[src/rtl/boid_frame_scanner_if.sv]
// Scanner-side bus: frame request, engine position check, frame-buffer write
// port and step/status strobes.
interface boid_frame_scanner_if #(parameter int ADDR_W = 19);
  logic              frame_start;
  logic              is_boid_here;
  logic [31:0]       x_chk;
  logic [31:0]       y_chk;
  logic              wr_en;
  logic [ADDR_W-1:0] wr_addr;
  logic [7:0]        wr_data;
  logic              step_en;
  logic              busy;
  logic              frame_done;

  modport master (
    output frame_start, is_boid_here,
    input  x_chk, y_chk, wr_en, wr_addr, wr_data, step_en, busy, frame_done
  );

  modport slave (
    input  frame_start, is_boid_here,
    output x_chk, y_chk, wr_en, wr_addr, wr_data, step_en, busy, frame_done
  );
endinterface

[src/rtl/boid_frame_scanner.sv]
// Raster-scans the frame, asks the boid engine about each pixel and writes one
// colour byte per pixel to the frame buffer, then steps the engine once.
module boid_frame_scanner #(
  parameter int         H_RES      = 640,
  parameter int         V_RES      = 480,
  parameter int         CHK_LAT    = 1,
  parameter int         ADDR_W     = 19,
  parameter logic [7:0] BOID_COLOR = 8'hFF,
  parameter logic [7:0] BG_COLOR   = 8'h00
) (
  input  logic               clk,
  input  logic               reset,
  boid_frame_scanner_if.slave bus
);
  localparam int          STG    = (CHK_LAT > 0) ? CHK_LAT : 1;
  localparam logic [31:0] X_LAST = 32'(H_RES - 1);
  localparam logic [31:0] Y_LAST = 32'(V_RES - 1);

  typedef enum logic [1:0] {IDLE, SCAN, DRAIN, STEP} state_e;

  state_e                      state_q, state_d;
  logic [31:0]                 x_q, x_d, y_q, y_d;
  logic [ADDR_W-1:0]           addr_q, addr_d;
  logic [STG-1:0]              vld_pipe_q;
  logic [STG-1:0][ADDR_W-1:0]  adr_pipe_q;
  logic                        issue, tap_vld, inflight;
  logic [ADDR_W-1:0]           tap_adr;
  logic                        wr_en_q;
  logic [ADDR_W-1:0]           wr_addr_q;
  logic [7:0]                  wr_data_q;

  assign issue = (state_q == SCAN);

  always_comb begin
    state_d = state_q;
    x_d     = x_q;
    y_d     = y_q;
    addr_d  = addr_q;
    unique case (state_q)
      IDLE: begin
        x_d    = '0;
        y_d    = '0;
        addr_d = '0;
        if (bus.frame_start) state_d = SCAN;
      end
      SCAN: begin
        // Linear address runs alongside x/y so no multiplier is needed.
        if (x_q == X_LAST) begin
          if (y_q == Y_LAST) begin
            state_d = DRAIN;
          end else begin
            x_d    = '0;
            y_d    = y_q + 32'd1;
            addr_d = addr_q + 1'b1;
          end
        end else begin
          x_d    = x_q + 32'd1;
          addr_d = addr_q + 1'b1;
        end
      end
      DRAIN:   if (!inflight) state_d = STEP;
      STEP:    state_d = IDLE;
      default: state_d = IDLE;
    endcase
  end

  always_ff @(posedge clk or posedge reset) begin
    if (reset) begin
      state_q <= IDLE;
      x_q     <= '0;
      y_q     <= '0;
      addr_q  <= '0;
    end else begin
      state_q <= state_d;
      x_q     <= x_d;
      y_q     <= y_d;
      addr_q  <= addr_d;
    end
  end

  // Delay line aligning each issued address with its check result.
  always_ff @(posedge clk or posedge reset) begin
    if (reset) begin
      vld_pipe_q <= '0;
      adr_pipe_q <= '0;
    end else begin
      vld_pipe_q[0] <= issue;
      adr_pipe_q[0] <= addr_q;
      for (int i = 1; i < STG; i++) begin
        vld_pipe_q[i] <= vld_pipe_q[i-1];
        adr_pipe_q[i] <= adr_pipe_q[i-1];
      end
    end
  end

  assign tap_vld  = (CHK_LAT == 0) ? issue  : vld_pipe_q[STG-1];
  assign tap_adr  = (CHK_LAT == 0) ? addr_q : adr_pipe_q[STG-1];
  assign inflight = (CHK_LAT == 0) ? 1'b0   : |vld_pipe_q;

  always_ff @(posedge clk or posedge reset) begin
    if (reset) begin
      wr_en_q   <= 1'b0;
      wr_addr_q <= '0;
      wr_data_q <= '0;
    end else begin
      wr_en_q <= tap_vld;
      if (tap_vld) begin
        wr_addr_q <= tap_adr;
        wr_data_q <= bus.is_boid_here ? BOID_COLOR : BG_COLOR;
      end
    end
  end

  assign bus.x_chk      = x_q;
  assign bus.y_chk      = y_q;
  assign bus.wr_en      = wr_en_q;
  assign bus.wr_addr    = wr_addr_q;
  assign bus.wr_data    = wr_data_q;
  assign bus.step_en    = (state_q == STEP);
  assign bus.frame_done = (state_q == STEP);
  assign bus.busy       = (state_q != IDLE);
endmodule

[src/flat_wrapper.sv]
// flat-port wrapper written by rule: the top's interface ports become plain ports
module boid_frame_scanner_flat 
#(
  parameter int         H_RES      = 640,
  parameter int         V_RES      = 480,
  parameter int         CHK_LAT    = 1,
  parameter int         ADDR_W     = 19,
  parameter logic [7:0] BOID_COLOR = 8'hFF,
  parameter logic [7:0] BG_COLOR   = 8'h00
)
  (clk, reset, bus_frame_start, bus_is_boid_here, bus_x_chk, bus_y_chk, bus_wr_en, bus_wr_addr, bus_wr_data, bus_step_en, bus_busy, bus_frame_done);
  boid_frame_scanner_if #(.ADDR_W(ADDR_W)) bus_i ();
  input  logic clk;
  input  logic reset;
  input wire logic [$bits(bus_i.frame_start)-1:0] bus_frame_start;
  input wire logic [$bits(bus_i.is_boid_here)-1:0] bus_is_boid_here;
  output wire logic [$bits(bus_i.x_chk)-1:0] bus_x_chk;
  output wire logic [$bits(bus_i.y_chk)-1:0] bus_y_chk;
  output wire logic [$bits(bus_i.wr_en)-1:0] bus_wr_en;
  output wire logic [$bits(bus_i.wr_addr)-1:0] bus_wr_addr;
  output wire logic [$bits(bus_i.wr_data)-1:0] bus_wr_data;
  output wire logic [$bits(bus_i.step_en)-1:0] bus_step_en;
  output wire logic [$bits(bus_i.busy)-1:0] bus_busy;
  output wire logic [$bits(bus_i.frame_done)-1:0] bus_frame_done;
  assign bus_i.frame_start = bus_frame_start;
  assign bus_i.is_boid_here = bus_is_boid_here;
  assign bus_x_chk = bus_i.x_chk;
  assign bus_y_chk = bus_i.y_chk;
  assign bus_wr_en = bus_i.wr_en;
  assign bus_wr_addr = bus_i.wr_addr;
  assign bus_wr_data = bus_i.wr_data;
  assign bus_step_en = bus_i.step_en;
  assign bus_busy = bus_i.busy;
  assign bus_frame_done = bus_i.frame_done;
  boid_frame_scanner #(.H_RES(H_RES), .V_RES(V_RES), .CHK_LAT(CHK_LAT), .ADDR_W(ADDR_W), .BOID_COLOR(BOID_COLOR), .BG_COLOR(BG_COLOR)) u_core (.clk(clk), .reset(reset), .bus(bus_i));
endmodule
[config.mk]
export PLATFORM = sky130hd
export DESIGN_NAME = boid_frame_scanner_flat
export DESIGN_NICKNAME = d
export VERILOG_FILES = /design/src/rtl/boid_frame_scanner_if.sv /design/src/rtl/boid_frame_scanner.sv /design/src/flat_wrapper.sv
export SDC_FILE = /design/constraint.sdc
export NUM_CORES = 1
export LEC_CHECK = 0
export BUFFER_PORTS_ARGS = -buffer_cell sky130_fd_sc_hd__buf_2
export CELL_PAD_IN_SITES_DETAIL_PLACEMENT = 0
export CELL_PAD_IN_SITES_GLOBAL_PLACEMENT = 1
export CORE_MARGIN = 2
export CORE_UTILIZATION = 48
export DETAILED_ROUTE_END_ITERATION = 7
export PLACE_DENSITY_LB_ADDON = 0.12
export SLEW_MARGIN = 20
export SYNTH_ARGS = -nofsm -noshare
export SYNTH_HDL_FRONTEND = slang
export SYNTH_SLANG_ARGS = --single-unit
[constraint.sdc]
create_clock -name clk -period 7.9 [get_ports clk]
set_clock_uncertainty 0.15 [all_clocks]
set_input_delay 0.79 -clock clk [delete_from_list [all_inputs] [get_ports clk]]
set_output_delay 0.79 -clock clk [all_outputs]
set_load 0.01 [all_outputs]
==> impl_results.md, run 1 <==
- CP max stage cell: inv_1
- Top Family by Delay on Critical Path: buffers and inverters
- Post-synthesis register bit count: between 100 and 150
- Synth-to-Final Area Change: 16.70%
- Highest Clock Rate: roughly 270 MHz
- Synth area leaders: dfrtp_1, nand2_1, mux2i_1
- Crit path required time: 8.08 ns
- Critical Path AT: 3.94 ns
- Share of flip-flops with an asynchronous set or reset: between 90% and 100%
- Critical path cell sequence: inv_1 > ha_2 > buf_4 > inv_1 > nand2_2 > buf_4 > nand2_2 > o21ai_0
- TritonCTS Sinks: between 100 and 150
- Predominant post-synthesis flop cell: dfrtp_1
- First-pass GRT wire length: 26.48 mm
- Slew headroom: 27.98%
- Syn nets: 648
- DRT antenna net count: 0
- Fin Setup TNS: 0 ns
- Sw Pwr: slightly above 0.6 mW
- Worst IR Drop VDD: 0.1464 mV
- Initial antenna violation count: 0
- Clock latency on the worst-skew pair: around 0.42 ns
- Number of DRC markers in iteration 0: 353
- Status: finished clean
- Mapped cell area: 6548 µm²
- Htree depth: 4
- Vias in the first global route: 5098
- Buf/Inv on CP: 4
- Die Ht: between 100 and 150 µm
- Post-synth EDFFs: 0
- TritonCTS clock tree: yes
- Layout Nets: 729
- Most frequent cells after synthesis: dfrtp_1, nand2_1, nand3_1, mux2i_1, nor2_1
- Leak Pwr: 3.631 nW
- CP Launch Type: register
- Vias per std cell: around 5.9
- Setup Viol. Count Final: 0
- Pre-CTS WS: 4.116 ns
- Internal: 1.278 mW
- Max-Cap Viols: 0
- Worst-path clk slew: 0.06 ns
- Area of the multi-input gates: 3115 µm²
- Netlist cell types: 71
- DRT Pass-1 Iters: 5
- Die ar.: ~15000 µm²
- CP endpoint kind: register
- Number of fill cells: ~1200
- Ratio of cells with drive above 1 in the final layout: between 20% and 30%
- WL/cell: 17.46 µm
- Setup WS post-layout: 4.134 ns
- Core ar.: 13300 µm²
- Antenna cell count: 0
- CTS max path bufs: 2
- Max incr delay on CP: just under 0.7 ns
- RSZ-0062 raised after global routing: no
- Via count: 5360
- Seq/Total Area, Yosys: about half
- GP Congestion: 0.8484
- Initial Util: 49.25%
- Synth warn: 0
- Tot GR Track Use: between 20% and 30%
- Register Area: 3153 µm²
- Post-synthesis cell count: 637
- Net Sw Frac: 32.06%
- Hold Fails Final Rpt: 0
- Top Ports: 99
- Root Driver: clkbuf_16
- CTS-repair resized insts: 0
- Setup Crit Path Kind: reg2reg
- DP Wirelength: 10.63 mm
- Min cycle time layout: 3.766 ns
- Overflow after GRT: 0
- Final slew viol count: 0
- Share of the synthesized area in the top cell type: between 40% and 50%
- HP Class: in2async
- Cell taking the most area after synthesis: dfrtp_1
- Clk pwr share: 40.2%
- Num CTS Buffers: 17
- DRT Wirelength: around 16 mm
- Fin util: between 50% and 60%
- Post-synthesis average cell area: 10.28 µm²
- Worst slew pin tran: about 1.1 ns
- # port buffers: 98
- Hold WS: 0.2598 ns
- Die width: 120.8 µm
- Largest net degree at the start of global routing: 74
- Row count: 42
- Critical path fanouts, max: 73
- Cts hold-fix bufs: 0
- Most common cell in the synthesized netlist: dfrtp_1
- Cell Pwr Density: about 250 nW/µm²
- Combinational power share: 20.2%
- Total power: between 1.5 and 2 mW
- DRC viols: 0
- Flop pwr share: 39.6%
- Postcts setup bufs: 0
- Crit share post-route: 47.67%
sequential cells by signal, indices dropped and copies added, names as in the netlist:
register and flops:
u_core.inflight 1, u_core.bus.wr_addr 19, u_core.bus.x_chk 32, u_core.adr_pipe_q 19, u_core.state_q 2, u_core.bus.wr_data 1, u_core.addr_q 19, u_core.bus.wr_en 1
u_core.bus.y_chk 32
power by group through the flow:
stage                     logic (mW)  registers, mW  clock network (mW)
after floorplan                0.297          0.740                   0
after global placement         0.372          0.754                   0
after detailed placement       0.384          0.758                   0
after CTS                      0.386          0.747               0.770
after global routing           0.423          0.754               0.805
final                          0.380          0.745               0.757
worst reg2reg max path, cell delays in order (launching register included):
cell and delay, ns:
dfrtp_1 0.41, inv_1 0.10, ha_2 0.16, buf_4 0.58, inv_1 0.71, nand2_2 0.57, buf_4 0.47, nand2_2 0.31
o21ai_0 0.22
cell type report:
class / count / area share (%)
clock buffers: 21 / 6.026
clock inverters: 11 / 1.523
inverters: 12 / 0.6222
multi-input cells: 458 / 40.77
flip-flops and latches: 126 / 41.26
well taps: 176 / 2.882
repair buffers: 103 / 6.910
cell families (layout without fill, tap and decap cells):
logic type,Yosys count,count (layout),share of synthesized area [%]
and+or+nand+nor,312,312,27.65
DFF,126,126,48.16
AOI/OAI and AO/OA,78,78,8.962
buffers and inverters,53,147,4.338
muxes,52,52,8.351
xor gates and xnor gates,9,9,1.204
adders and majority gates,7,7,1.338
stage by stage:
step                      instance area, µm²  instances
after floorplan                         6548        637
after global placement                  7064        875
after detailed placement                7064        875
after CTS                               7641        907
after global routing                    7641        907
final                                   7641        907
routing by layer:
| metal | share of wire, % | routed length (µm) | global-route usage [%] |
|---|---|---|---|
| met1 | 46 | 7216 | 31.28 |
| met2 | 48 | 7660 | 36.58 |
| met3 | 4.4 | 696 | 4.434 |
| met4 | 1.7 | 263 | 8.576 |
| met5 | 0 | 0 | 0 |
cells in the final DEF (no fill, tap or decap), types with 6 or more instances in the layout:
| cell type | synthesis | final |
|---|---|---|
| dfrtp_1 | 126 | 126 |
| buf_2 | 8 | 98 |
| nand2_1 | 87 | 86 |
| nand3_1 | 51 | 51 |
| mux2i_1 | 31 | 31 |
| nor2_1 | 27 | 27 |
| nand4_1 | 23 | 23 |
| and3_1 | 20 | 20 |
| mux2_2 | 20 | 20 |
| nor3_1 | 18 | 18 |
| clkbuf_16 | 0 | 17 |
| nor4_1 | 13 | 13 |
| o21ai_0 | 12 | 12 |
| and4_1 | 12 | 12 |
| o211ai_1 | 10 | 10 |
| inv_1 | 11 | 10 |
| or4_1 | 10 | 10 |
| a21oi_1 | 9 | 9 |
| nor4_2 | 8 | 8 |
| xnor2_1 | 8 | 8 |
| o31ai_1 | 7 | 7 |
| a31oi_1 | 7 | 7 |
| nand4b_1 | 6 | 6 |
| ha_1 | 7 | 6 |
path summary, 6_finish.rpt:
kind | start | endpoint | slack (ns) | depth (start not counted)
hold reg to reg | u_core.addr_q[12]$_DFFE_PP0P_ | u_core.adr_pipe_q[12]$_DFF_PP0_ | 0.28 | 0
setup / recovery | u_core.state_q[1]$_DFFE_PP0P_ | u_core.bus.y_chk[17]$_DFFE_PP0P_ | 4.13 | 8
min in group clk | u_core.addr_q[12]$_DFFE_PP0P_ | u_core.adr_pipe_q[12]$_DFF_PP0_ | 0.28 | 0
setup reg to reg | u_core.state_q[1]$_DFFE_PP0P_ | u_core.bus.y_chk[17]$_DFFE_PP0P_ | 4.13 | 8
max in group asynchronous | reset | u_core.bus.wr_addr[11]$_DFFE_PP0P_ | 6.39 | 3
hold / removal | reset | u_core.state_q[1]$_DFFE_PP0P_ | 0.26 | 2
Power figures use the tool's default switching activity.
==> run 2, diff against run 1 <==
--- a/config.mk
+++ b/config.mk
@@ -5,11 +5,12 @@
 export SDC_FILE = /design/constraint.sdc
 export NUM_CORES = 1
 export LEC_CHECK = 0
+export ABC_AREA = 1
 export BUFFER_PORTS_ARGS = -buffer_cell sky130_fd_sc_hd__buf_2
 export CELL_PAD_IN_SITES_DETAIL_PLACEMENT = 0
 export CELL_PAD_IN_SITES_GLOBAL_PLACEMENT = 1
 export CORE_MARGIN = 2
-export CORE_UTILIZATION = 48
+export CORE_UTILIZATION = 38
 export DETAILED_ROUTE_END_ITERATION = 7
 export PLACE_DENSITY_LB_ADDON = 0.12
 export SLEW_MARGIN = 20
==> constraint.sdc (replaced) <==
create_clock -name clk -period 3.06 [get_ports clk]
set_clock_uncertainty 0.15 [all_clocks]
set_input_delay 0.306 -clock clk [delete_from_list [all_inputs] [get_ports clk]]
set_output_delay 0.306 -clock clk [all_outputs]
set_load 0.01 [all_outputs]
==> run 2 against run 1 <==
Compared with the run above:
- via count is 27% higher
- count of clock-buffer cells in the layout shrank 3
- sequential cell count is the same
- critical path depth up 2
- synthesized cell count grew 62%
- global-route usage decreased by 2.5 points
- total power rose to 2.8 times the previous value
- cell count increased by 54%
- hold slack got worse by 0.0061 ns
- critical path type unchanged
==> impl_results.md, run 2 <==
- Share of the synthesized area in the top cell type: 42.02%
- RSZ-0062 raised after global routing: no
- Top Ports: 99
- DRT antenna net count: 0
- Layout Nets: 1132
- Row count: 51
- DP Wirelength: about 15 mm
- Post-synthesis cell count: 1031
- Max-Cap Viols: 0
- Synth area leaders: dfrtp_1, nand2_1, nand3_1
- Initial antenna violation count: 0
- Via count: 6820
- Crit path top cell by count: nand2_1
- Total power: ~5.3 mW
- Largest net degree at the start of global routing: around 130
- Critical Path AT: 2.36 ns
- Tot GR Track Use: 20.54%
- CP endpoint kind: register
- Slew headroom: 40.16%
- Critical path fanouts, max: 9
- HP Class: reg2reg
- Fin Setup TNS: 0 ns
- Synth warn: 0
- Antenna cell count: 0
- Top Family by Delay on Critical Path: simple AND/OR/NAND/NOR gates
- Post-synth EDFFs: 0
- Setup Viol. Count Final: 0
- Max incr delay on CP: 0.40 ns
- Mapped cell area: 7503 µm²
- Predominant post-synthesis flop cell: dfrtp_1
- Vias per std cell: about 4.9
- Cell taking the most area after synthesis: dfrtp_1
- Highest Clock Rate: 453.2 MHz
- Number of DRC markers in iteration 0: 410
- Seq/Total Area, Yosys: 42.02%
- Post-synthesis register bit count: 126
- Core ar.: 19400 µm²
- Commonest non-fill, non-tap cell in the layout: nand2_1
- Hold Fails Final Rpt: 0
- Worst IR Drop VDD: 0.6749 mV
- Die Ht: about 140 µm
- Synth-to-Final Area Change: 16.57%
- Postcts setup bufs: 0
- Netlist cell types: 37
- CTS-repair resized insts: 0
- Clock latency on the worst-skew pair: between 0.4 and 0.5 ns
- DRT Pass-1 Iters: 5
- Share of flip-flops with an asynchronous set or reset: 100.0%
- Most common cell in the synthesized netlist: nand2_1
- Vias in the first global route: 6362
- Number of fill cells: a little under 2000
- Crit share post-route: 72.11%
- Initial Util: 38.68%
- CTS max path bufs: 2
- Status: finished clean
- Die width: around 140 µm
- Worst slew pin tran: 0.8976 ns
- Leak Pwr: 4.513 nW
- GP Congestion: 0.8580
- WL/cell: approximately 15 µm
- Num CTS Buffers: 17
- TritonCTS clock tree: yes
- First-pass GRT wire length: 33.46 mm
- DRT Wirelength: 20.49 mm
- Most frequent cells after synthesis: nand2_1, nand3_1, dfrtp_1, nor2_1, inv_1
- Cell Pwr Density: 610.4 nW/µm²
- Htree depth: 4
- Syn nets: 1042
- Worst-path clk slew: 0.06 ns
- # port buffers: 98
- Critical path cell sequence: ha_1 > nand2_2 > nor2_4 > nand3_2 > nor2_1 > nand2_1 > nand2_4 > clkinv_1 > nand3_1 > nand2_1
- CP Launch Type: register
- Ratio of cells with drive above 1 in the final layout: 19.14%
- Root Driver: clkbuf_16
- DRC viols: 0
- Setup Crit Path Kind: reg2reg
- R2R setup slack: 0.85 ns
- Crit path required time: 3.21 ns
- Die ar.: 20890 µm²
- Overflow after GRT: 0
- Post-synthesis average cell area: 7.278 µm²
- Min cycle time layout: 2.206 ns
- Final slew viol count: 0
- Commonest non-fill, non-tap cells in the layout: nand2_1, nand3_1, dfrtp_1
- Buf/Inv on CP: 1
- CP max stage cell: dfrtp_1
- TritonCTS Sinks: approximately 130
[run 2: changes by cell type after synthesis, moves of 23 or more]
cell,previous run,this run
nand2_1,87,342
nand3_1,51,151
inv_1,11,98
nor2_1,27,112
mux2i_1,31,0
o21ai_2,0,23
[run 2: repair_timing]
item,CTS,global route
hold buffers,2,0
setup endpoints to repair,0,0
endpoints found under the hold margin,26,0
[run 2: logic make-up after synthesis]
logic type / count (synthesis) / synth area share [%]
flops: 126 / 42.02
simple gates: 678 / 39.50
mux: 20 / 3.002
fa+ha+maj: 7 / 1.167
buf+inv: 139 / 8.471
compound gates: 51 / 4.669
xor+xnor: 10 / 1.167
[run 2: area by class of cell]
| type | instances | area, µm² | share of cell area (%) |
|---|---|---|---|
| inverters | 105 | 397.9 | 4.549 |
| well taps | 265 | 331.6 | 3.791 |
| clock inverters | 14 | 157.7 | 1.802 |
| flip-flops and latches | 126 | 3153 | 36.05 |
| clock buffers | 18 | 429.2 | 4.906 |
| multi-input cells | 766 | 3717 | 42.50 |
| repair buffers | 105 | 560.5 | 6.408 |
[run 2: where the power goes]
group	internal, mW	leakage (nW)	switching [mW]	total (mW)
Combinational	0.356	2.50	1.02	1.38
Sequential	1.79	1.74	0.145	1.93
Clock	1.21	0.278	0.817	2.03
[run 2: worst reg2reg max path, delay by kind of cell, from the launching register on]
| family | cells | cell delay [ns] |
|---|---|---|
| and+or+nand+nor | 8 | 0.96 |
| DFF | 1 | 0.40 |
| buffers and inverters | 1 | 0.39 |
| adders and majority gates | 1 | 0.20 |
[run 2: metal layers]
metal | global-route usage [%] | vias to the layer above | share of wire, %
met5 | 0 | - | 0
met2 | 31.65 | 142 | 44
met4 | 5.519 | 0 | 0.95
li1 | - | 3488 | -
met1 | 29.90 | 3174 | 52
met3 | 3.311 | 16 | 3.5
[run 2: path summary, 6_finish.rpt]
kind | startpoint | end | depth (start not counted)
setup / recovery | u_core.bus.x_chk[1]$_DFFE_PP0P_ | u_core.bus.x_chk[25]$_DFFE_PP0P_ | 10
hold / removal | u_core.addr_q[17]$_DFFE_PP0P_ | u_core.adr_pipe_q[17]$_DFF_PP0_ | 0
setup reg to reg | u_core.bus.x_chk[1]$_DFFE_PP0P_ | u_core.bus.x_chk[25]$_DFFE_PP0P_ | 10
hold reg to reg | u_core.addr_q[17]$_DFFE_PP0P_ | u_core.adr_pipe_q[17]$_DFF_PP0_ | 0
max in group asynchronous | reset | u_core.bus.x_chk[8]$_DFFE_PP0P_ | 4
min in group asynchronous | reset | u_core.bus.wr_addr[4]$_DFFE_PP0P_ | 4
[run 2: through the flow]
stage	utilization (%)	hold slack (ns)	setup WS [ns]	cells	instance area (µm²)
CTS	45.09	0.2551	0.8534	1399	8747
detailed placement	41.96	0.2408	0.8594	1365	8140
floorplan	-	0.2019	1.051	1031	7507
global route	45.09	0.2635	0.6039	1399	8747
finish	45.09	0.2537	0.8535	1399	8747
global placement	41.96	0.2408	0.8564	1365	8140
==> run 3, diff against run 2 <==
==> constraint.sdc (replaced) <==
create_clock -name clk -period 1.8 [get_ports clk]
set_clock_uncertainty 0.15 [all_clocks]
set_input_delay 0.18 -clock clk [delete_from_list [all_inputs] [get_ports clk]]
set_output_delay 0.18 -clock clk [all_outputs]
set_load 0.01 [all_outputs]
==> run 3 against run 2 <==
Compared with the run above:
- combinational power increased to 2.7 times the previous value
- hold slack worse by 0.12 ns
- non-clock buffer count up 168
- critical endpoint is now u_core.addr_q[4]$_DFFE_PP0P_
- core utilization rose by 8.8 points
- the flow now finishes with violations (setup timing)
- count of clock-buffer cells in the layout is 2 higher
- die area is the same
==> impl_results.md, run 3 (same netlist as run 2, synthesis figures left out) <==
- Status: finished, violations left
- Failing checks: setup timing
- Die ar.: 20890 µm²
- Overflow after GRT: 0
- FF-to-FF End: u_core.addr_q[4]$_DFFE_PP0P_
- DRC viols: 0
- Root Driver: clkbuf_16
- Clock latency on the worst-skew pair: 0.42 ns
- Final slew viol count: 0
- Layout Nets: 1300
- DP Wirelength: 16.92 mm
- Min cycle time layout: 1.852 ns
- Critical Path AT: around 2.1 ns
- First-pass GRT wire length: 36.13 mm
- Hold Path End: u_core.state_q[0]$_DFFE_PP0P_
- Worst slew pin tran: ~0.65 ns
- Pre-CTS WS: -0.04896 ns
- Cell Pwr Density: 1000 nW/µm²
- Worst Hold Depth: 5
- Critical path cell sequence: nor2_1 > nand3_1 > nor2_1 > nand2_1 > nor2_2 > nand2_2 > nand2_8 > clkbuf_16 > nand3_1 > nand2_1
- Cell Count, Final, Fillers Out: around 1600
- WL/cell: ~15 µm
- Vias per std cell: ~4.8
- R2R setup slack: -0.05 ns
- Ratio of cells with drive above 1 in the final layout: between 30% and 40%
- HP Class: in2reg
- Hold WS: 0.1314 ns
- # port buffers: 98
- Initial Util: 38.68%
- Slew headroom: 56.45%
- Via count: 7464
- DRT Pass-1 Iters: 5
- CP endpoint kind: register
- Number of DRC markers in iteration 0: 390
- Vias in the first global route: ~7000
- Row count: roughly 50
- Initial antenna violation count: 0
- Die Ht: roughly 140 µm
- Worst hold start: bus_frame_start
- Max-Cap Viols: 0
- R2R Path Start: u_core.bus.x_chk[22]$_DFFE_PP0P_
- Hold Fails Final Rpt: 0
- R2R cell count: 10
- Commonest non-fill, non-tap cell in the layout: nand2_1
- TritonCTS Sinks: 126
- Setup Crit Path Kind: reg2reg
- TritonCTS clock tree: yes
- Crit path required time: between 2 and 2.5 ns
- Top Ports: 99
- Setup Viol. Count Final: 76
- GP Congestion: 0.8648
- Num CTS Buffers: 17
- DRT antenna net count: 0
- Worst-path clk slew: approximately 0.06 ns
- Synth-to-Final Area Change: 39.22%
- Commonest non-fill, non-tap cells in the layout: nand2_1, buf_4, nand3_1
- Leak Pwr: around 5.5 nW
- Max incr delay on CP: 0.42 ns
- CP max stage cell: dfrtp_1
- Placed insts: about 1500
- CTS max path bufs: 2
- DRT Wirelength: 22.86 mm
- Setup WS post-layout: -0.05236 ns
- Htree depth: 4
- CP Launch Type: register
- Worst IR Drop VDD: roughly 0.84 mV
- Total power: around 10 mW
- Antenna cell count: 0
- Highest Clock Rate: 539.9 MHz
- Die width: 144.5 µm
- Number of fill cells: 1969
- Largest net degree at the start of global routing: 26
- Tot GR Track Use: between 20% and 30%
- Core ar.: 19400 µm²
- RSZ-0062 raised after global routing: yes
- Critical path fanouts, max: 8
- Crit share post-route: 102.9%
run 3: changes by cell type in the layout (fill, tap and decap cells not counted), sizes merged:
cell	before	now
buf	103	267
clkbuf	18	24
inv	108	105
bufinv	2	3
clkinv	5	4
clkinvlp	4	5
run 3: worst max path at each step:
stage               slack (ns)                        startpoint  cells past startpoint                               end
CTS                      -0.04   u_core.bus.y_chk[0]$_DFFE_PP0P_                     10     u_core.addr_q[10]$_DFFE_PP0P_
global route             -0.19   u_core.bus.x_chk[0]$_DFFE_PP0P_                     11   u_core.bus.y_chk[9]$_DFFE_PP0P_
detailed placement       -0.05   u_core.bus.x_chk[0]$_DFFE_PP0P_                     11  u_core.bus.x_chk[30]$_DFFE_PP0P_
global placement         -0.06  u_core.bus.x_chk[15]$_DFFE_PP0P_                      9  u_core.bus.x_chk[31]$_DFFE_PP0P_
floorplan                -0.08                             reset                      1      u_core.addr_q[0]$_DFFE_PP0P_
finish                   -0.05  u_core.bus.x_chk[22]$_DFFE_PP0P_                     10      u_core.addr_q[4]$_DFFE_PP0P_
run 3: repair_timing:
item,4_1_cts,5_1_grt
buffers inserted,1,2
endpoints found under the hold margin,17,0
setup endpoints to repair,69,86
pin swaps,0,12
gates cloned,0,6
gates resized for setup,21,43
hold buffers,2,0
run 3: through the flow:
step           TNS (ns)  area (µm²)  utilization [%]
6_report         -2.109       10450            53.85
5_1_grt          -12.48       10450            53.85
4_1_cts          -1.118       10170            52.44
3_5_place_dp    -0.6766        9484            48.89
3_3_place_gp    -0.2578        9484            48.89
2_1_floorplan    -10.49        7507                -
run 3: worst max-delay path: cells and delay by family, from the launching register on:
family | cells | cell delay [ns]
AND/OR/NAND/NOR | 9 | 1.05
flip-flops | 1 | 0.42
buffers and inverters | 1 | 0.18
run 3: layer usage:
layer  wire length (µm)  global-route usage [%]
met1              11240                   31.59
met2              10600                   35.74
met3                872                   3.940
met4                150                   4.599
met5                  0                       0
run 3: layout make-up:
cell class              instances  area (µm²)  share of cell area, %
multi-input cells             766        3891                  37.25
flip-flops and latches        126        3158                  30.23
repair buffers                273        2061                  19.73
clock buffers                  20       446.7                  4.276
inverters                     105       397.9                  3.809
well taps                     265       331.6                  3.174
clock inverters                12       160.2                  1.533
run 3: power by group:
part	leakage [nW]	switching (mW)	internal (mW)	total (mW)
sequential	1.73	0.138	3.04	3.18
clock	0.283	1.34	2.22	3.56
combinational	3.46	2.25	1.46	3.71
